### src/rtl/cla_stream_accumulator.sv
// rtl/cla_stream_accumulator.sv - stream accumulator driving an external CLA adder; macro CLA_ACC_SAT_EN selects saturate-on-wrap
module cla_stream_accumulator #(
    parameter int NBIT  = 7,
    parameter int CNT_W = 8
) (
    input  logic             clk,
    input  logic             rst_n,
    input  logic             in_valid,
    output logic             in_ready,
    input  logic [NBIT-1:0]  in_data,
    input  logic             in_last,
    output logic [NBIT-1:0]  add_a,
    output logic [NBIT-1:0]  add_b,
    input  logic [NBIT-1:0]  add_s,
    output logic             out_valid,
    input  logic             out_ready,
    output logic [NBIT-1:0]  out_data,
    output logic [CNT_W-1:0] out_count,
    output logic             out_ovf
);
    localparam logic [1:0] ST_IDLE  = 2'd0;
    localparam logic [1:0] ST_ACCUM = 2'd1;
    localparam logic [1:0] ST_HOLD  = 2'd2;

    localparam logic [CNT_W-1:0] CNT_ONE = {{(CNT_W-1){1'b0}}, 1'b1};

    logic [1:0]       state;
    logic [1:0]       state_nxt;
    logic [NBIT-1:0]  acc;
    logic [CNT_W-1:0] count;
    logic             ovf;
    logic             beat;
    logic             wrap;
    logic             release_result;
    logic [NBIT-1:0]  acc_load;

    // Operands are refused only while a finished result waits downstream.
    assign in_ready       = (state != ST_HOLD);
    assign out_valid      = (state == ST_HOLD);
    assign beat           = in_valid & in_ready;
    assign release_result = out_valid & out_ready;

    // The adder sees the running sum and the offered operand, or zero when idle.
    assign add_a = acc;
    assign add_b = in_valid ? in_data : '0;

    // An unsigned sum smaller than its accumulator input means the add wrapped.
    assign wrap = (add_s < add_a);

`ifdef CLA_ACC_SAT_EN
    assign acc_load = wrap ? '1 : add_s;
`else
    assign acc_load = add_s;
`endif

    assign out_data  = acc;
    assign out_count = count;
    assign out_ovf   = ovf;

    // Next-state decode: a last beat closes the stream, acceptance reopens it.
    always_comb begin
        state_nxt = state;
        case (state)
            ST_IDLE, ST_ACCUM: begin
                if (beat) begin
                    state_nxt = in_last ? ST_HOLD : ST_ACCUM;
                end
            end
            ST_HOLD: begin
                if (out_ready) begin
                    state_nxt = ST_IDLE;
                end
            end
            default: state_nxt = ST_IDLE;
        endcase
    end

    // State register.
    always_ff @(posedge clk or negedge rst_n) begin
        if (!rst_n) begin
            state <= ST_IDLE;
        end else begin
            state <= state_nxt;
        end
    end

    // Accumulator, beat counter and sticky wrap flag; cleared when the result leaves.
    always_ff @(posedge clk or negedge rst_n) begin
        if (!rst_n) begin
            acc   <= '0;
            count <= '0;
            ovf   <= 1'b0;
        end else if (release_result) begin
            acc   <= '0;
            count <= '0;
            ovf   <= 1'b0;
        end else if (beat) begin
            acc   <= acc_load;
            count <= (count == '1) ? count : count + CNT_ONE;
            ovf   <= ovf | wrap;
        end
    end

endmodule

### config.mk
export PLATFORM = sky130hd
export DESIGN_NAME = cla_stream_accumulator
export DESIGN_NICKNAME = d
export VERILOG_FILES = /design/src/rtl/cla_stream_accumulator.sv
export SDC_FILE = /design/constraint.sdc
export NUM_CORES = 1
export LEC_CHECK = 0
export BUFFER_PORTS_ARGS = -buffer_cell sky130_fd_sc_hd__buf_4
export CAP_MARGIN = 10
export CORE_AREA = 5 5 63 65
export DETAILED_ROUTE_END_ITERATION = 10
export DIE_AREA = 0 0 68 70
export SYNTH_ARGS = -nofsm -noshare
export SYNTH_HDL_FRONTEND = slang
export SYNTH_SLANG_ARGS = --single-unit
### constraint.sdc
create_clock -name clk -period 2 [get_ports clk]
set_clock_uncertainty 0.15 [all_clocks]
set_input_delay 0.2 -clock clk [delete_from_list [all_inputs] [get_ports clk]]
set_output_delay 0.2 -clock clk [all_outputs]
set_load 0.005 [all_outputs]
==> run_results.csv <==
group,metric,value,unit
layout,multi_input_area,544,sq um
flow_run,cap_violations,0,
routing,vias,1043,
clocking,postCtsResizedCells,0,
sta,fin_crit,1.62,ns
routing,drt_iter0_markers,36,
synthesis,synth_edf_count,0,
global_route,grt_max_degree,19,
floorplanning,coreArea,3280,sq um
sta,slew_viol_final,0,
routing,remaining_drc_errors,0,
layout,fin_util,0.484,
clocking,clkTransAtPathRegs,0.10,ns
floorplanning,start_util,0.334,
routing,routed_wl,2.87,mm
setup_path,crit_fanout,2,
floorplanning,dieArea,4760,sq um
power_and_ir_drop,power.leakage,0.766,nW
synthesis,ys_seq_elements,18,
synthesis,syn_area_per_cell,9.72,sq um
global_route,grt_pass1_vias,1109,
power_and_ir_drop,pwr-share-comb,0.362,
sta,setup_violations,0,
placement,portBuffers,50,
sta,slew_headroom,0.798,
clocking,tritoncts,"built",
setup_path,crit_arrival,1.65,ns
layout,final_cell_mix,"buf_4, dfrtp_1, and2_1, dlygate4sd3_1",
clocking,clockBufferDepth,2,
floorplanning,ios,51,
synthesis,syn_nets,139,
sta,fin_setup_tns,0,ns
synthesis,synth-simple-area-share,0.236,
clocking,clk_latency,0.29,ns
clocking,post_cts_buffers,0,
global_route,track_usage,0.126,
setup_path,critPathKind,"in2reg",
routing,vias_per_cell,4.90,
run_status,run_status,"finished clean",
power_and_ir_drop,p_clk_frac,0.188,
floorplanning,num_rows,21,
placement,gp_congestion,0.766,
sta,fin_ws,0.377,ns
synthesis,synth.cell_area,1100,sq um
synthesis,synth_flop_cell,"dfrtp_1",
power_and_ir_drop,p_seq_frac,0.450,
routing,detail_route.wl_per_cell,13.5,um
floorplanning,die_h,70,um
placement,pre_cts_slack,0.455,ns
synthesis,yosys_warnings,0,
setup_path,start_kind,"primary input",
routing,ant_nets,0,
layout,fin_nets,194,
sta,fmax,616,MHz
power_and_ir_drop,p_sw,0.394,mW
layout,register_area,450,sq um
power_and_ir_drop,finalPower,1.19,mW
routing,firstDrtPassIters,4,
global_route,grt_pass1_wl,4.74,mm
synthesis,syn_inst,113,
floorplanning,die_w,68,um
layout,synthToLayoutAreaGrowth,44.8,%
clocking,cts_inserted_buffers,3,
setup_path,critPathRequiredTime,2.03,ns
clocking,cts.sinks,18,
layout,insertedDiodeCount,0,
power_and_ir_drop,peakVddDrop,0.402,mV
synthesis,ys_async_sr_fraction,1.00,
clocking,htree_levels,1,
sta,hold_viol_final,0,
sta,min_period_over_period,0.812,
sta,rsz0062_at_grt,"false",
global_route,grt-ovfl-total,0,
layout,layout-drive-gt1-share,0.371,
synthesis,ys_seq_area_frac,0.410,
setup_path,endpoint_kind,"flop",
placement,dp_hpwl,2.26,mm
power_and_ir_drop,intPower,0.799,mW
synthesis,synthMuxAreaShare,0.0182,
synthesis,synth_top_family_by_area,"simple AND/OR/NAND/NOR gates",
power_and_ir_drop,switching_share,0.330,
layout,fillers,322,
clocking,cts_hold_buf,9,
global_route,antenna_found_initial,0,
worst_hold_path,hp-class,"in2reg",
synthesis,synth_compound_area_frac,0.162,
clocking,root_buffer,"clkbuf_4",
synthesis,synth_fa_ha_area_frac,0.0797,
power_and_ir_drop,p_per_area,750,nW/um^2
layout,final_common_cell,"buf_4",
sta,tightest_slew,0.302,ns
synthesis,synth-xor-area-share,0,
synthesis,synthDistinctLibCells,33,
-- kinds of logic (layout without fill, tap and decap cells) --
logic type,Yosys count,in the layout
fa+ha+maj,7,7
flops,18,18
compound gates,24,24
buf+inv,18,72
simple gates,44,44
mux,2,2
-- state kept, by name, indices dropped and copies added (netlist names) --
register,flops
add_a,7
out_ovf,1
out_count,8
state,2
-- cell type report --
| cell class | instances | share of cell area |
|---|---|---|
| inverter | 9 | 0.0228 |
| clock buffer | 4 | 0.0228 |
| sequential | 18 | 0.283 |
| tap | 46 | 0.0362 |
| multi-input combinational | 77 | 0.342 |
| timing repair buffer | 59 | 0.293 |
-- path summary, 6_finish.rpt --
| path | startpoint | endpoint | slack (ns) | depth (start not counted) |
|---|---|---|---|---|
| max in group asynchronous | rst_n | state[1]$_DFFE_PN0P_ | 1.35 | 2 |
| hold / removal | in_last | state[0]$_DFFE_PN0P_ | 0.02 | 4 |
| setup / recovery | add_s[4] | out_ovf$_DFFE_PN0P_ | 0.38 | 7 |
| min in group asynchronous | rst_n | add_a[2]$_DFFE_PN0P_ | 0.16 | 2 |
| hold reg to reg | state[1]$_DFFE_PN0P_ | state[0]$_DFFE_PN0P_ | 0.32 | 1 |
| setup reg to reg | out_count[0]$_DFFE_PN0P_ | out_count[1]$_DFFE_PN0P_ | 0.44 | 5 |
-- critical path: stages --
cell and delay (ns):
dlygate4sd3_1 0.54, buf_4 0.14, ha_1 0.28, nor2b_1 0.12
nand4_1 0.11, a21oi_1 0.19, nor3_2 0.07
-- stage by stage --
stage,cells,cell area [sq um],hold WS (ns)
floorplan,113,1100,-0.246
global placement,200,1460,-0.0641
detailed placement,200,1460,-0.0658
CTS,213,1590,0.00739
global route,213,1590,0.0511
finish,213,1590,0.0157
-- Yosys cell counts, types with 2 or more instances --
cell type | count | area share
nand4_1 | 5 | 0.028
a22o_1 | 7 | 0.056
ha_1 | 7 | 0.080
nor2_1 | 3 | 0.010
a21oi_1 | 5 | 0.023
and2_1 | 9 | 0.051
dfrtp_1 | 18 | 0.41
o21ai_0 | 4 | 0.018
mux2i_1 | 2 | 0.018
buf_4 | 7 | 0.048
nand3_1 | 6 | 0.027
inv_1 | 8 | 0.027
and3_1 | 2 | 0.011
o211ai_1 | 2 | 0.014
nand2_1 | 8 | 0.027
nor3_1 | 3 | 0.014
-- routing by layer --
metal	vias up	wire [um]	track usage
met2	58	1320	0.204
met1	480	1240	0.159
li1	503	-	-
met4	0	13	0.0353
met3	2	294	0.0369
met5	-	0	0
-- power groups by stage --
stage / sequential [mW] / clock (mW) / combinational, mW
after floorplan: 0.526 / 0 / 0.220
after global placement: 0.536 / 0 / 0.418
after detailed placement: 0.540 / 0 / 0.425
after CTS: 0.534 / 0.234 / 0.442
after global routing: 0.551 / 0.255 / 0.490
final: 0.536 / 0.224 / 0.432
Note: power is estimated with default switching activity, not from simulation.
